[src/rtl/drygascon128_host_seq.sv]
// Host-side command sequencer for the drygascon128 core: streams words through the
// core's 32-bit register strobes, pulses start, waits for idle and returns read words.
module drygascon128_host_seq (
    input  logic        clk,
    input  logic        rst,
    input  logic        clk_en,
    input  logic        cmd_valid,
    output logic        cmd_ready,
    input  logic [2:0]  cmd_op,
    input  logic [3:0]  cmd_ds,
    input  logic [3:0]  cmd_rounds,
    input  logic        in_valid,
    output logic        in_ready,
    input  logic [31:0] in_data,
    output logic        out_valid,
    input  logic        out_ready,
    output logic [31:0] out_data,
    output logic        out_last,
    output logic        busy,
    output logic        err,
    output logic [31:0] core_din,
    output logic [3:0]  core_ds,
    output logic [3:0]  core_rounds,
    output logic        core_wr_i,
    output logic        core_wr_c,
    output logic        core_wr_x,
    output logic        core_start,
    output logic        core_rd_r,
    output logic        core_rd_c,
    input  logic [31:0] core_dout,
    input  logic        core_idle
);

    localparam logic [2:0] S_IDLE  = 3'd0;
    localparam logic [2:0] S_LOAD  = 3'd1;
    localparam logic [2:0] S_START = 3'd2;
    localparam logic [2:0] S_WAIT  = 3'd3;
    localparam logic [2:0] S_RDREQ = 3'd4;
    localparam logic [2:0] S_RDCAP = 3'd5;
    localparam logic [2:0] S_RDOUT = 3'd6;

    localparam logic [2:0] OP_LOAD_C = 3'd0;
    localparam logic [2:0] OP_LOAD_X = 3'd1;
    localparam logic [2:0] OP_ABSORB = 3'd2;
    localparam logic [2:0] OP_G      = 3'd3;
    localparam logic [2:0] OP_READ_R = 3'd4;
    localparam logic [2:0] OP_READ_C = 3'd5;

    logic [2:0] state;
    logic [2:0] op;
    logic [3:0] wcnt;
    logic [3:0] last_idx;
    logic       step;     // second cycle of START / WAIT / RDCAP
    logic       cmd_legal;

    // NOTE: every signal driven in always_comb gets a value on every path so no latch is inferred.
    always_comb begin
        last_idx  = 4'd3;
        cmd_legal = 1'b1;
        if (op == OP_LOAD_C || op == OP_READ_C)
            last_idx = 4'd9;
        if (cmd_op > OP_READ_C)
            cmd_legal = 1'b0;
        else if ((cmd_op == OP_ABSORB || cmd_op == OP_G) && cmd_rounds == 4'd0)
            cmd_legal = 1'b0;
    end

    // Gating with core_idle makes "never accept while the core is busy" hold by construction.
    assign cmd_ready = !rst && clk_en && (state == S_IDLE) && core_idle;
    assign in_ready  = !rst && clk_en && (state == S_LOAD);
    assign busy      = (state != S_IDLE);

    // NOTE: sequential state uses non-blocking assignments so every register samples pre-edge values.
    always_ff @(posedge clk) begin
        if (rst) begin
            state       <= S_IDLE;
            op          <= OP_LOAD_C;
            wcnt        <= 4'd0;
            step        <= 1'b0;
            err         <= 1'b0;
            core_din    <= 32'd0;
            core_ds     <= 4'd0;
            core_rounds <= 4'd0;
            core_wr_i   <= 1'b0;
            core_wr_c   <= 1'b0;
            core_wr_x   <= 1'b0;
            core_start  <= 1'b0;
            core_rd_r   <= 1'b0;
            core_rd_c   <= 1'b0;
            out_valid   <= 1'b0;
            out_last    <= 1'b0;
            out_data    <= 32'd0;
        end else if (clk_en) begin
            err        <= 1'b0;
            core_wr_i  <= 1'b0;
            core_wr_c  <= 1'b0;
            core_wr_x  <= 1'b0;
            core_start <= 1'b0;
            core_rd_r  <= 1'b0;
            core_rd_c  <= 1'b0;
            case (state)
                S_IDLE: begin
                    if (cmd_valid && cmd_ready) begin
                        if (cmd_legal) begin
                            op          <= cmd_op;
                            core_ds     <= cmd_ds;
                            core_rounds <= cmd_rounds;
                            wcnt        <= 4'd0;
                            step        <= 1'b0;
                            case (cmd_op)
                                OP_G:      state <= S_START;
                                OP_READ_R,
                                OP_READ_C: state <= S_RDREQ;
                                default:   state <= S_LOAD;
                            endcase
                        end else begin
                            err <= 1'b1;
                        end
                    end
                end
                S_LOAD: begin
                    if (in_valid) begin
                        core_din <= in_data;
                        case (op)
                            OP_LOAD_C: core_wr_c <= 1'b1;
                            OP_LOAD_X: core_wr_x <= 1'b1;
                            default:   core_wr_i <= 1'b1;
                        endcase
                        wcnt <= wcnt + 4'd1;
                        if (wcnt == last_idx)
                            state <= (op == OP_ABSORB) ? S_START : S_IDLE;
                    end
                end
                S_START: begin
                    // The first cycle lets the last write strobe drop before start rises.
                    if (!step) begin
                        step <= 1'b1;
                    end else begin
                        core_start <= 1'b1;
                        step       <= 1'b0;
                        state      <= S_WAIT;
                    end
                end
                S_WAIT: begin
                    if (!step)
                        step <= 1'b1;
                    else if (core_idle)
                        state <= S_IDLE;
                end
                S_RDREQ: begin
                    if (op == OP_READ_C)
                        core_rd_c <= 1'b1;
                    else
                        core_rd_r <= 1'b1;
                    step  <= 1'b0;
                    state <= S_RDCAP;
                end
                S_RDCAP: begin
                    if (!step) begin
                        step <= 1'b1;
                    end else begin
                        out_data  <= core_dout;
                        out_valid <= 1'b1;
                        out_last  <= (wcnt == last_idx);
                        step      <= 1'b0;
                        state     <= S_RDOUT;
                    end
                end
                S_RDOUT: begin
                    if (out_ready) begin
                        out_valid <= 1'b0;
                        out_last  <= 1'b0;
                        wcnt      <= wcnt + 4'd1;
                        state     <= out_last ? S_IDLE : S_RDREQ;
                    end
                end
                default: state <= S_IDLE;
            endcase
        end
    end

endmodule

[config.mk]
export PLATFORM = sky130hd
export DESIGN_NAME = drygascon128_host_seq
export DESIGN_NICKNAME = d
export VERILOG_FILES = /design/src/rtl/drygascon128_host_seq.sv
export SDC_FILE = /design/constraint.sdc
export NUM_CORES = 1
export LEC_CHECK = 0
export ABC_AREA = 0
export BUFFER_PORTS_ARGS = -buffer_cell sky130_fd_sc_hd__buf_4
export CORE_ASPECT_RATIO = 0.6
export CORE_MARGIN = 4
export CORE_UTILIZATION = 41
export CTS_CLUSTER_SIZE = 30
export DETAILED_ROUTE_END_ITERATION = 16
export PLACE_DENSITY = 0.72
export SYNTH_ARGS = -nofsm -noshare
export SYNTH_HDL_FRONTEND = slang
export SYNTH_SLANG_ARGS = --single-unit
[constraint.sdc]
create_clock -name clk -period 3.4 [get_ports clk]
set_clock_uncertainty 0.05 [all_clocks]
set_input_delay 0.34 -clock clk [delete_from_list [all_inputs] [get_ports clk]]
set_output_delay 0.34 -clock clk [all_outputs]
set_load 0.05 [all_outputs]
## Word-level counts from Yosys, hierarchy flattened

Cells that the tools add are included.
W data, S select, Z words.

- $add $sub $neg: 1
- Magnitude comparators: 1
- Eq/ne operators: 23
- Multiplexer cells: 48
- Reduce and logical (&&, ||, !) cells: 26

Operators with widths:

| operator | count |
|---|---|
| $mux W3 | 10 |
| $mux W1 | 26 |
| $pmux W3 S7 | 1 |
| $mux W4 | 5 |
| $eq A3 B3 Y1 const B | 6 |
| $eq A3 B2 Y1 const B | 5 |
| $ne A2 B2 Y1 const B | 7 |
| $pmux W4 S3 | 1 |
| $reduce_and A4 Y1 | 3 |
| $reduce_and A10 Y1 | 1 |
| $eq A3 B1 Y1 const B | 2 |
| $logic_and A1 B1 Y1 | 6 |
| $logic_not A3 Y1 | 2 |
| $pmux W3 S2 | 1 |
| $reduce_and A3 Y1 | 2 |
| $reduce_and A6 Y1 | 1 |
| $reduce_bool A3 Y1 | 2 |
| $reduce_or A2 Y1 | 3 |
| $add A4 B1 Y4 const B | 1 |
| $eq A4 B4 Y1 | 1 |
| $logic_not A4 Y1 | 1 |
| $ne A2 B1 Y1 const B | 2 |
| $pmux W1 S2 | 2 |
| $pmux W1 S4 | 1 |
| other kinds (6) | 7 |

- Bits in registers: 92
- Input port bits: 82
- Output and inout bits: 84
- Logic and storage cells: 116

## Logic depth before layout (Yosys ltp)

- Depth in word-level cells: 8
- Mapped depth: 8
- Gate-level depth less buffers: 5

## Worst setup path after synthesis

No wires, ideal clock.

- Path type: reg2out
- Start point: register state[2]
- End point: output cmd_ready
- Arrival: 1.933 ns
- Data required time: 3.010 ns
- Setup slack: 1.077 ns
- Cell stages (with the launch flop): 3
- Path buffers: 0
- Path through: dfxtp_1 -> or4b_4 -> nor3_1

- Cells in the longest elaborated chain, start to end: 3

RTL lines:

| what | RTL line | source |
|---|---|---|
| start: declaration | 49 | `logic [2:0] state;` |
| start signal: assignment | 131 | `state <= (op == OP_ABSORB) ? S_START : S_IDLE;` |
| start signal: assignment | 174 | `state <= out_last ? S_IDLE : S_RDREQ;` |
| $logic_not A3 Y1 | 69 | `assign cmd_ready = !rst && clk_en && (state == S_IDLE) && core_idle;` |
| $logic_and A1 B1 Y1 (2 in a row) | 69 |  |
| end: declaration | 8 | `output logic cmd_ready,` |

Every way passes these cells.

## Worst setup path after layout

- Start point: register state[2]
- End point: register core_wr_i

- Cells in the longest elaborated chain, start to end: 2

RTL lines:

| what | RTL line | source |
|---|---|---|
| $eq A3 B1 Y1 | 101 | `case (state)` |
| $mux W1 | 101 |  |
| end signal: assignment | 84 | `core_wr_i <= 1'b0;` |
| end signal: assignment | 95 | `core_wr_i <= 1'b0;` |
| end signal: assignment | 127 | `default: core_wr_i <= 1'b1;` |
| end: declaration | 24 | `output logic core_wr_i,` |

Every way passes these cells.
A chain may end at the register's enable or synchronous reset.

==> impl_metrics.ini <==
[setup_path]
rr_worst_depth = 5
crit_fanout = 33
path_class = reg2reg
max_stage_delay_ns = 0.90
cp-end-kind = flip-flop
cpMaxStageDelayCell = or3_1
path_cells = or2_1, or3_1, nor2_1, a21oi_1, nor2_1
crit_arrival_ns = 2.47
crit_required_ns = 3.53
critical_path.most_common_cell = nor2_1
start_kind = flip-flop

[timing]
worst_pin_slew_ns = 1.12
max_freq_ghz = 0.428
period_minus_slack_ns = 2.34
relSlewSlack_pct = 25.5
setup_tns_ns = 0
hold_violations = 0
drv_slew = 0
setup_viol = 0
fin_crit_sh_pct = 68.8
grt_setup_unrepaired = no

[pwr]
clock_power_share_pct = 45.8
power_density_mw_per_mm2 = 452
power_mw = 2.35
seq_power_share_pct = 46.5
p_leak_nw = 2.23
p_sw_mw = 0.512
p_int_mw = 1.84
peakVddDrop_mv = 0.289
combPwrFrac_pct = 7.7
swShare_pct = 21.8

[grt]
grt_max_degree = 92
grt_usage_pct = 19.3
grt_pass1_vias = 3361
overflow = 0
grt_pass1_wl_um = 16100
grt_antenna_before_repair = 0

[floorplan]
die_w_um = 129
start_util_pct = 42.1
fp.dieH_um = 80.5
io_pins = 166
std_cell_rows = 26
die_area_mm2 = 0.0104
core_mm2 = 0.00852

[placement]
dpl_cell_area_mm2 = 0.00488
gp_congestion = 0.835
hpwl_um = 7420
dp_cells = 699
io_buffers = 165

[yosys]
synth_edf_count = 0
synth_commonest_cells = 137 x nand2_1, 92 x dfxtp_1, 74 x a21oi_1
synth_seq_area_share_pct = 51.3
synth_top_area_cell = dfxtp_1
yosysWarnings = 0
synth_top_cell_area_share_pct = 51.3
avgSynthCellArea_um2 = 7.98
synth_seq_cells = 92
synthArstFlopShare_pct = 0
synth_cells = 450
synth_cell_types = 46
syn_nets = 533
yosys_most_used_dff = dfxtp_1
syn-cell-area_mm2 = 0.00359
ys_top_cells_by_area = dfxtp_1 51%, nand2_1 14%, a21oi_1 10%
synth.most_common_cell = nand2_1

[route]
drtIter0Drc = 191
ant_nets = 0
wl_per_cell_um = 14.5
avgViaCountPerCell = 4.96
routed_wl_um = 10300
drc_errors = 0
vias = 3544
dr.pass1.iters = 4

[job]
cap_violations = 0

[clock_network]
cts.path.max_buffers = 2
cts-buffers-inserted = 9
tritoncts = yes
cts_resized = 0
path_clk_slew_ns = 0.06
clk_latency_ns = 0.33
cts-root-buf = clkbuf_16
post-cts-setup-buffers = 0
clock-sinks = 92
ctsHoldBuffers = 0
htree_num_levels = 3

[hold_path]
holdCritPathClass = in2reg
holdPathStages = 3

[layout]
synthToLayoutAreaGrowth_pct = 44.9
stdcell_count = 715
final.fill_count = 798
n_antenna_cell = 0
nNetsFinal = 681
final_area_mm2 = 0.00520
layout-drive-gt1-share_pct = 31.2

[status]
status = completed
[worst paths after layout]
| check | start | end | slack (ns) |
|---|---|---|---|
| max reg2reg | state[2] | core_wr_i | 1.06 |
| min | cmd_ds[0] | core_ds[0] | 0.19 |
| max | state[2] | core_wr_i | 1.06 |
| min reg2reg | out_data[27] | out_data[27] | 0.40 |
[state kept, by name (all words and copies together) (netlist names), 3 cells and up]
signal / flops
state: 3
wcnt: 4
op: 3
core_din: 32
out_data: 32
core_rounds: 4
core_ds: 4
[worst max-delay path, delay by kind of cell (launching register included)]
| kind | cells | cell delay (ns) |
|---|---|---|
| AOI/OAI and AO/OA | 1 | 0.16 |
| DFF | 1 | 0.61 |
| and+or+nand+nor | 4 | 1.36 |
[logic make-up (layout without fill, tap and decap cells)]
| group | count (synthesis) | after routing | synth area share [%] |
|---|---|---|---|
| buf+inv | 41 | 194 | 4.46 |
| fa+ha+maj | 1 | 1 | 0.348 |
| xor+xnor | 2 | 2 | 0.488 |
| mux | 12 | 12 | 3.41 |
| compound gates | 100 | 100 | 15.7 |
| flops | 92 | 92 | 51.3 |
| simple gates | 202 | 202 | 24.3 |
[per-layer routing]
layer / up-vias / global-route usage (%) / part of all wire [%]
met5: - / 0 / 0
met1: 1613 / 23.9 / 42
li1: 1789 / - / -
met2: 130 / 29.4 / 45
met3: 12 / 9.70 / 12
met4: 0 / 5.97 / 0.89
[metrics by stage]
stage               hold slack [ns]  worst slack [ns]  utilization [%]
finish                        0.191              1.06             61.0
global route                  0.188             0.837             61.0
CTS                           0.181              1.05             61.0
detailed placement            0.397              1.06             57.2
global placement              0.393              1.14             57.2
floorplan                     0.421              1.08                -
[area by class of cell]
type	count	area [um2]	area share, %
clock inverters	5	83.8	1.61
clock buffers	11	243	4.67
inverters	10	37.5	0.722
well taps	112	140	2.69
multi-input cells	317	1600	30.7
repair buffers	168	1260	24.2
flip-flops and latches	92	1840	35.4
[power by group through the flow]
| stage | logic [mW] | registers (mW) | clock network [mW] |
|---|---|---|---|
| floorplan | 0.0646 | 1.13 | 0 |
| global placement | 0.179 | 1.12 | 0 |
| detailed placement | 0.181 | 1.12 | 0 |
| CTS | 0.182 | 1.09 | 1.11 |
| global route | 0.195 | 1.10 | 1.15 |
| finish | 0.181 | 1.10 | 1.08 |
[placed cells by master (no fill, tap or decap), drive strengths merged, types with 3 or more instances in the layout]
cell type and instances:
a211oi 3, a21oi 74, buf 168, clkbuf 11, dfxtp 92, inv 11
mux2i 10, nand2 137, nand2b 5, nand3 5, nand3b 3, nor2 29
nor3 5, o21ai 8, or3 4
Power figures use the tool's default switching activity.
